<file path="config.mk">
export PLATFORM = sky130hd
export DESIGN_NAME = spi_master_core_flat
export DESIGN_NICKNAME = d
export VERILOG_FILES = /design/src/rtl/spi_master_core_if.sv /design/src/rtl/spi_master_core.sv /design/src/flat_wrapper.sv
export SDC_FILE = /design/constraint.sdc
export NUM_CORES = 1
export LEC_CHECK = 0
export BUFFER_PORTS_ARGS = -buffer_cell sky130_fd_sc_hd__buf_4
export CAP_MARGIN = 20
export CELL_PAD_IN_SITES_DETAIL_PLACEMENT = 1
export CELL_PAD_IN_SITES_GLOBAL_PLACEMENT = 1
export CORE_AREA = 5 5 88 90
export CTS_BUF_LIST = sky130_fd_sc_hd__clkbuf_4
export CTS_CLUSTER_DIAMETER = 80
export DETAILED_ROUTE_END_ITERATION = 10
export DIE_AREA = 0 0 93 95
export GPL_TIMING_DRIVEN = 0
export PLACE_DENSITY_LB_ADDON = 0.1
export SLEW_MARGIN = 20
export SYNTH_ARGS = -nofsm -noshare
export SYNTH_HDL_FRONTEND = slang
export SYNTH_SLANG_ARGS = --single-unit
</file>
<file path="constraint.sdc">
create_clock -name clk -period 1.8 [get_ports clk]
set_clock_uncertainty 0.1 [all_clocks]
set_input_delay 0.09 -clock clk [delete_from_list [all_inputs] [get_ports clk]]
set_output_delay 0.09 -clock clk [all_outputs]
set_load 0.005 [all_outputs]
</file>
<file path="src/rtl/spi_master_core_if.sv">
// Handshake and SPI pin bundle for spi_master_core.
// The master modport is the core's view. The slave modport is the view of
// whatever drives requests and the miso line.
interface spi_master_core_if #(
  parameter int G_DATA_WIDTH = 8
) ();

  logic                    start;
  logic [G_DATA_WIDTH-1:0] tx_data;
  logic [G_DATA_WIDTH-1:0] rx_data;
  logic                    rx_valid;
  logic                    busy;
  logic                    sclk;
  logic                    mosi;
  logic                    miso;
  logic                    cs_n;

  modport master (
    input  start, tx_data, miso,
    output rx_data, rx_valid, busy, sclk, mosi, cs_n
  );

  modport slave (
    output start, tx_data, miso,
    input  rx_data, rx_valid, busy, sclk, mosi, cs_n
  );

endinterface

</file>
<file path="src/rtl/spi_master_core.sv">
// Single-clock SPI master engine.
// Sends one G_DATA_WIDTH word on mosi and captures miso in the same transfer.
// CPOL, CPHA, bit order and the SCLK divider are set by parameters.
// Sequence: IDLE -> CS_SETUP -> TRANSFER -> CS_HOLD -> IDLE.
// Every output is a register.
module spi_master_core #(
  parameter int G_DATA_WIDTH = 8,
  parameter int G_CLK_DIV    = 4,
  parameter bit G_CPOL       = 1'b0,
  parameter bit G_CPHA       = 1'b0,
  parameter bit G_MSB_FIRST  = 1'b1
) (
  input  logic              clk,
  input  logic              rst,
  spi_master_core_if.master bus
);

  localparam int W      = G_DATA_WIDTH;
  localparam int DIV_W  = (G_CLK_DIV > 1) ? $clog2(G_CLK_DIV) : 1;
  localparam int EDGE_W = $clog2(2 * W);

  localparam logic [DIV_W-1:0]  DIV_LAST  = DIV_W'(G_CLK_DIV - 1);
  localparam logic [EDGE_W-1:0] EDGE_LAST = EDGE_W'(2 * W - 1);

  typedef enum logic [1:0] {
    IDLE,
    CS_SETUP,
    TRANSFER,
    CS_HOLD
  } state_t;

  state_t            state;
  logic [DIV_W-1:0]  div_cnt;
  logic [EDGE_W-1:0] edge_cnt;
  logic [W-1:0]      tx_shift;
  logic [W-1:0]      rx_shift;

  logic              div_wrap;
  logic              leading;
  logic              last_edge;
  logic              first_bit;
  logic              tx_head;
  logic              tx_next_head;
  logic [W-1:0]      tx_shifted;
  logic [W-1:0]      rx_captured;

  // Decode the divider and edge position.
  // Also form the bit-order dependent shift and capture values.
  // NOTE: every signal gets a value on every path through this block; any
  // path that leaves one unassigned would infer a latch.
  always_comb begin
    div_wrap  = (div_cnt == DIV_LAST);
    leading   = ~edge_cnt[0];
    last_edge = (edge_cnt == EDGE_LAST);
    if (G_MSB_FIRST) begin
      first_bit    = bus.tx_data[W-1];
      tx_head      = tx_shift[W-1];
      tx_next_head = tx_shift[W-2];
      tx_shifted   = {tx_shift[W-2:0], 1'b0};
      rx_captured  = {rx_shift[W-2:0], bus.miso};
    end else begin
      first_bit    = bus.tx_data[0];
      tx_head      = tx_shift[0];
      tx_next_head = tx_shift[1];
      tx_shifted   = {1'b0, tx_shift[W-1:1]};
      rx_captured  = {bus.miso, rx_shift[W-1:1]};
    end
  end

  // Transfer sequencer.
  // Owns the state, counters and shift registers, and drives every output
  // register.
  // NOTE: sequential state uses non-blocking assignments only, so every
  // register samples the values from before the clock edge.
  always_ff @(posedge clk) begin
    if (rst) begin
      state        <= IDLE;
      div_cnt      <= '0;
      edge_cnt     <= '0;
      tx_shift     <= '0;
      rx_shift     <= '0;
      bus.sclk     <= G_CPOL;
      bus.cs_n     <= 1'b1;
      bus.mosi     <= 1'b0;
      bus.busy     <= 1'b0;
      bus.rx_valid <= 1'b0;
      bus.rx_data  <= '0;
    end else begin
      bus.rx_valid <= 1'b0;
      unique case (state)
        IDLE: begin
          if (bus.start) begin
            tx_shift <= bus.tx_data;
            rx_shift <= '0;
            bus.mosi <= first_bit;
            bus.cs_n <= 1'b0;
            bus.busy <= 1'b1;
            div_cnt  <= '0;
            edge_cnt <= '0;
            state    <= CS_SETUP;
          end
        end

        CS_SETUP: begin
          if (div_wrap) begin
            div_cnt <= '0;
            state   <= TRANSFER;
          end else begin
            div_cnt <= div_cnt + DIV_W'(1);
          end
        end

        TRANSFER: begin
          if (div_wrap) begin
            div_cnt  <= '0;
            bus.sclk <= ~bus.sclk;
            if (leading ^ G_CPHA) begin
              // Sampling edge: leading when CPHA=0, trailing when CPHA=1.
              rx_shift <= rx_captured;
            end else if (!G_CPHA) begin
              // CPHA=0 trailing edge: present the next bit.
              // Skip this after the final edge.
              if (!last_edge) begin
                bus.mosi <= tx_next_head;
                tx_shift <= tx_shifted;
              end
            end else begin
              // CPHA=1 leading edge: drive the current head bit, then advance.
              bus.mosi <= tx_head;
              tx_shift <= tx_shifted;
            end
            if (last_edge) begin
              edge_cnt <= '0;
              state    <= CS_HOLD;
            end else begin
              edge_cnt <= edge_cnt + EDGE_W'(1);
            end
          end else begin
            div_cnt <= div_cnt + DIV_W'(1);
          end
        end

        CS_HOLD: begin
          if (div_wrap) begin
            div_cnt      <= '0;
            bus.cs_n     <= 1'b1;
            bus.busy     <= 1'b0;
            bus.rx_valid <= 1'b1;
            bus.rx_data  <= rx_shift;
            state        <= IDLE;
          end else begin
            div_cnt <= div_cnt + DIV_W'(1);
          end
        end

        default: state <= IDLE;
      endcase
    end
  end

endmodule
</file>
<file path="src/flat_wrapper.sv">
// flat-port wrapper written by rule: the top's interface ports become plain ports
module spi_master_core_flat 
#(
  parameter int G_DATA_WIDTH = 8,
  parameter int G_CLK_DIV    = 4,
  parameter bit G_CPOL       = 1'b0,
  parameter bit G_CPHA       = 1'b0,
  parameter bit G_MSB_FIRST  = 1'b1
)
  (clk, rst, bus_start, bus_tx_data, bus_miso, bus_rx_data, bus_rx_valid, bus_busy, bus_sclk, bus_mosi, bus_cs_n);
  spi_master_core_if #(.G_DATA_WIDTH(G_DATA_WIDTH)) bus_i ();
  input  logic clk;
  input  logic rst;
  input wire logic [$bits(bus_i.start)-1:0] bus_start;
  input wire logic [$bits(bus_i.tx_data)-1:0] bus_tx_data;
  input wire logic [$bits(bus_i.miso)-1:0] bus_miso;
  output wire logic [$bits(bus_i.rx_data)-1:0] bus_rx_data;
  output wire logic [$bits(bus_i.rx_valid)-1:0] bus_rx_valid;
  output wire logic [$bits(bus_i.busy)-1:0] bus_busy;
  output wire logic [$bits(bus_i.sclk)-1:0] bus_sclk;
  output wire logic [$bits(bus_i.mosi)-1:0] bus_mosi;
  output wire logic [$bits(bus_i.cs_n)-1:0] bus_cs_n;
  assign bus_i.start = bus_start;
  assign bus_i.tx_data = bus_tx_data;
  assign bus_i.miso = bus_miso;
  assign bus_rx_data = bus_i.rx_data;
  assign bus_rx_valid = bus_i.rx_valid;
  assign bus_busy = bus_i.busy;
  assign bus_sclk = bus_i.sclk;
  assign bus_mosi = bus_i.mosi;
  assign bus_cs_n = bus_i.cs_n;
  spi_master_core #(.G_DATA_WIDTH(G_DATA_WIDTH), .G_CLK_DIV(G_CLK_DIV), .G_CPOL(G_CPOL), .G_CPHA(G_CPHA), .G_MSB_FIRST(G_MSB_FIRST)) u_core (.clk(clk), .rst(rst), .bus(bus_i));
endmodule
</file>
== Word-level counts from Yosys, hierarchy flattened ==
Index checks and enable logic that the tools add are counted.

* Register bits: 36
* Latch bits: 0
* Bits in writable memories: 0
* Memory bits (read-only): 0
* Word-level logic and storage cells: 74
* Memories kept: 0

* $add $sub $neg: 2
* Multiply operators: 0
* Divide/modulo/power cells: 0
* $lt $le $gt $ge: 0
* Equality and inequality tests: 13
* Shift operators: 0
* Multiplexer cells: 34
* Bitwise gates (word level): 2
* Reductions and logical operators: 12

{| class="wikitable"
|+ Operators by type and width
! cell !! count
|-
| 7-bit 2-to-1 mux || 4
|-
| 8-bit 2-to-1 mux || 3
|-
| 8-bit one-hot mux with 2 select lines || 1
|-
| 2-bit 2-to-1 mux || 7
|-
| 7-bit one-hot mux with 2 select lines || 1
|-
| 4-bit 2-to-1 mux || 3
|-
| 2-bit by 1-bit != test with 1-bit output (second input constant) || 5
|-
| 5-bit AND reduction || 2
|-
| 1-bit 2-to-1 mux || 9
|-
| 2-bit one-hot mux with 4 select lines || 1
|-
| 4-bit one-hot mux with 2 select lines || 1
|-
| 2-bit == test (second input constant) || 3
|-
| 2-bit != test (second input constant) || 3
|-
| 1-bit one-hot mux with 2 select lines || 3
|-
| 3-bit AND reduction || 2
|-
| 4-bit by 1-bit adder with 4-bit output (second input constant) || 1
|-
| 4-bit == test (second input constant) || 1
|-
| 2-bit one-hot mux with 2 select lines || 1
|-
| 2-bit AND reduction || 2
|-
| 4-bit AND reduction || 1
|-
| 2-bit nonzero test || 2
|-
| 3-bit OR reduction || 1
|-
| 2-bit by 1-bit adder with 2-bit output (second input constant) || 1
|-
| 2-bit by 1-bit == test with 1-bit output (second input constant) || 1
|-
| other kinds (3) || 4
|}

== Depth between registers and ports, before layout ==
* Depth in word-level cells: 5
* Depth in mapped cells: 8

== Worst setup path before layout ==
OpenSTA, ideal clock, no wires.

* Path type: flip-flop to flip-flop
* Start point: register u_core.state[0]
* End point: register u_core.bus.mosi
* Arrival: 1640 ps
* Data required time: 1621 ps
* Slack: -20 ps
* Cell stages (with the launch flop): 9
* Clock period less this slack: 1820 ps
* Cells stage by stage: dfxtp_1 -> inv_1 -> ha_1 -> buf_4 -> mux2i_2 -> a221oi_4 -> buf_6 -> nor2_1 -> a211oi_2

* Longest elaborated chain between the ends: 3
* Elaborated cells on any way between the ends: 9

{| class="wikitable"
|+ Ends and longest elaborated chain
! item !! RTL line !! source
|-
| start, declared || spi_master_core.sv:32 || <nowiki>state_t state;</nowiki>
|-
| start signal, assigned || spi_master_core.sv:77 || <nowiki>state <= IDLE;</nowiki>
|-
| start signal, assigned || spi_master_core.sv:100 || <nowiki>state <= CS_SETUP;</nowiki>
|-
| start signal, assigned || spi_master_core.sv:107 || <nowiki>state <= TRANSFER;</nowiki>
|-
| 2-bit == test or 2-bit zero test (tied branches) || spi_master_core.sv:90 || <nowiki>unique case (state)</nowiki>
|-
| 2-bit by 1-bit != test with 1-bit output (no line) (tied with other cells) || - ||
|-
| 5-bit AND reduction (no line) || - ||
|-
| end signal, assigned || spi_master_core.sv:95 || <nowiki>bus.mosi <= first_bit;</nowiki>
|-
| end signal, assigned || spi_master_core.sv:124 || <nowiki>bus.mosi <= tx_next_head;</nowiki>
|-
| end signal, assigned || spi_master_core.sv:129 || <nowiki>bus.mosi <= tx_head;</nowiki>
|-
| end, declared || spi_master_core_if.sv:20 || <nowiki>output rx_data, rx_valid, busy, sclk, mosi, cs_n</nowiki>
|}

Several ways; a longest one is shown, not always the timed one.
A chain may end at the register's enable or synchronous reset.

== Worst setup path in the final report ==
* Start point: register u_core.state[0]
* End point: register u_core.state[1]

* Longest elaborated chain between the ends: 3
* Elaborated cells on any way between the ends: 11

{| class="wikitable"
|+ Ends and longest elaborated chain
! item !! RTL line
|-
| 2-bit == test (tied with other cells) || spi_master_core.sv:90
|-
| 2-bit by 1-bit != test with 1-bit output (no line) or 2-bit != test (tied branches) || -
|-
| 5-bit AND reduction (no line) || -
|}

Several ways; a longest one is shown, not always the timed one.

==> metrics.txt <==
status finished, final reports clean; number of global-route vias before repair 1,496; hpwl dp 3100 µm; Die X 93 µm; Crit Reg-Reg Endpoint u_core.state[1]; hold path start bus_tx_data[7]; post-synth cell types 32; Ys Warns 0; Critical Path AT 1.88 ns; ANT nets after route 0; post-synthesis sequential area ratio 43.4%; syn avg cell area 8.70 µm²; syn_nets 212; Placeable Area 6980 µm²; Crit path largest cell delay 0.38 ns; vias per inst 4.57; WHS Path Cells 3; CTS root buf clkbuf_4; # setup viols final 0; power per cell area 1310 nW/µm²; area grow syn2layout 43.9%; Worst-Skew Late Latency 0.35 ns; Initial Util 23.8%; max-cap violation count 0; top cells by area, synth dfxtp_1 43%, a21oi_1 8.4%, ha_1 6.8%; die footprint 8840 µm²; unrepaired setup endpoints after global routing true; Fin. Hold Viols 0; worst path cell trace buf_6 > buf_6 > ha_4 > nor2b_4 > a2111oi_4 > mux2i_1 > nor2_1; Peak VDD IR 0.529 mV; Routability Congestion 0.691; H-Tree Level Count 2; average wire per standard cell 14.5 µm; drc violations 0; number of synthesized flops with an enable pin 0; CTS tree done; initial antenna violation count 0; Worst R2R Path Depth 7; Worst setup EP type flop; DRT Pass-1 Iters 4; Worst path slowest cell dfxtp_4; Worst-Margin Slew 0.626 ns; via count 1,505; clk slew on worst S/H paths 0.12 ns; Final min period 1.75 ns; antenna cells 0; post-synthesis register bit count 36; crit share post-route 97.5%; Synth Flop Type dfxtp_1; CTS max path bufs 2; fill count 809; worst reg2reg startpoint u_core.state[0]; first-pass GRT wire length 7570 µm; post-synthesis cell area 1660 µm²; most used cell, CP buf_6; share of layout cells above drive strength 1 32.0%; global-route usage over all layers 11.1%; initial DRC count 34; WS Path Type reg -> reg; Std-Cell Rows 31; CP startpoint u_core.state[0]; nets 267; Die H 95 µm; top cell type by total area after synthesis dfxtp_1; top fanout value on the critical path 2; crit start category flop; final-report max-slew violation count 0; ys async rst share 0%; largest net degree at the start of global routing 12; Post-Route WL 4770 µm; Pleak 0.874 nW; Setup TNS 0 ns; max frequency 570 MHz; Buf/Inv on CP 2; worst min path class in -> reg; Slew headroom 58.2%; IO buf count 23; crit-path leading delay family flip-flops; Synth top area share 43.4%; WP data required 1.93 ns; FF-to-FF setup slack 0.05 ns; Hold Crit Endpoint u_core.bus.mosi; grt ovf 0; CTS Buf Count 5; TritonCTS Sinks 36; # IOs 25; Cells after Synth 191; Pwr Total 3.12 mW
registers in the layout (all words and copies together), names as in the netlist:
name,cells
u_core.bus.rx_data,8
u_core.rx_shift,8
u_core.tx_shift,7
u_core.edge_cnt,4
u_core.div_cnt,2
u_core.state,2
u_core.bus.busy,1
u_core.bus.cs_n,1
u_core.bus.mosi,1
u_core.bus.rx_valid,1
u_core.bus.sclk,1
power breakdown:
group          leakage [nW]  internal [mW]  switching, mW
Combinational         0.548          0.807          0.808
Clock                0.0293          0.164          0.297
Sequential            0.296          0.946         0.0986
Total                 0.874           1.92           1.20
logic make-up (layout without fill, tap and decap cells):
kind of cell	count (synthesis)	in the layout	share of synthesized area (%)
xor gates and xnor gates	1	1	0.527
buffers and inverters	16	72	4.67
DFF	36	36	43.4
AOI/OAI and AO/OA	44	44	17.8
and+or+nand+nor	76	76	21.2
adders and majority gates	9	9	6.78
muxes	9	9	5.65
cells in the mapped netlist (all sizes together) (2+ instances only):
master  number
nor3         2
nand2       25
a211oi       8
mux2i        9
nand4        2
ha           9
a21o         2
and3         2
buf          7
nand3       18
dfxtp       36
a21oi       28
nand3b       2
or3          2
nand2b       5
nor2        15
inv          4
clkbuf       5
nor2b        2
worst reg2reg max path: cells and delay by family, from the launching register on:
family | cells | cell delay, ns
AND/OR/NAND/NOR | 2 | 0.18
buffers and inverters | 2 | 0.24
adder cells (fa/ha/maj) | 1 | 0.14
AO/OA/AOI/OAI | 1 | 0.38
flip-flops | 1 | 0.38
multiplexers | 1 | 0.23
metal layers:
metal	vias up	GRT usage [%]	part of all wire, %	routed length [µm]
met1	712	13.3	46	2200
li1	770	-	-	-
met4	0	3.66	1.6	74
met3	6	2.63	2.4	116
met5	-	0	0	0
met2	17	19.5	50	2380
worst max path at each step:
stage / cells past startpoint / slack (ns) / endpoint
CTS: 7 / 0.003 / u_core.state[1]
detailed placement: 7 / -0.27 / u_core.bus.mosi
global placement: 7 / -0.26 / u_core.bus.mosi
finish: 7 / 0.05 / u_core.state[1]
floorplan: 8 / 0.04 / u_core.bus.mosi
global route: 7 / -0.02 / u_core.state[1]
cells in the final DEF, fill, tap and decap left out, types with 2 or more instances in the layout:
master and count:
a211oi_2 3, dlygate4sd3_1 9, ha_1 3, buf_6 6, nand4_1 2, nand2b_1 5
a21oi_1 27, dfxtp_1 31, buf_4 38, ha_4 6, dfxtp_4 4, nand3b_1 2
inv_4 2, a211oi_1 5, a21o_1 2, mux2i_1 8, clkbuf_1 5, nand3_1 17
nand2_1 24, or3_1 2, nor3_1 2, nor2_1 14, clkbuf_4 6, inv_1 2
repair_timing:
| item | CTS | global route |
|---|---|---|
| buffers inserted | 9 | 8 |
| hold endpoints to repair | 9 | 0 |
| endpoints found under the setup margin | 20 | 22 |
| gates cloned | 1 | 0 |
| gates resized for setup | 16 | 27 |
| pin swaps | 8 | 6 |
| hold buffers | 9 | 0 |
layout make-up:
class                           count  area, µm²  area share (%)
Sequential cell                    36        737            30.8
Clock inverter                      2       11.3           0.471
Tap cell                           82        103            4.29
Timing Repair Buffer               50        407            17.0
Buffer                             10       63.8            2.67
Inverter                            4       20.0           0.837
Clock buffer                        6       45.0            1.88
Multi-Input combinational cell    139       1000            42.0
through the flow:
| stage | instances | hold WS [ns] | area, µm² | util, % | setup slack [ns] |
|---|---|---|---|---|---|
| final | 329 | 0.0332 | 2390 | 34.2 | 0.0453 |
| after global routing | 329 | 0.0208 | 2390 | 34.2 | -0.0236 |
| after CTS | 322 | 0.0264 | 2230 | 31.9 | 0.00346 |
| after detailed placement | 296 | 0.275 | 1940 | 27.8 | -0.275 |
| after global placement | 296 | 0.278 | 1940 | 27.8 | -0.262 |
| after floorplan | 191 | 0.142 | 1660 | - | 0.0401 |
No activity file was read; power rests on OpenSTA's default activity.
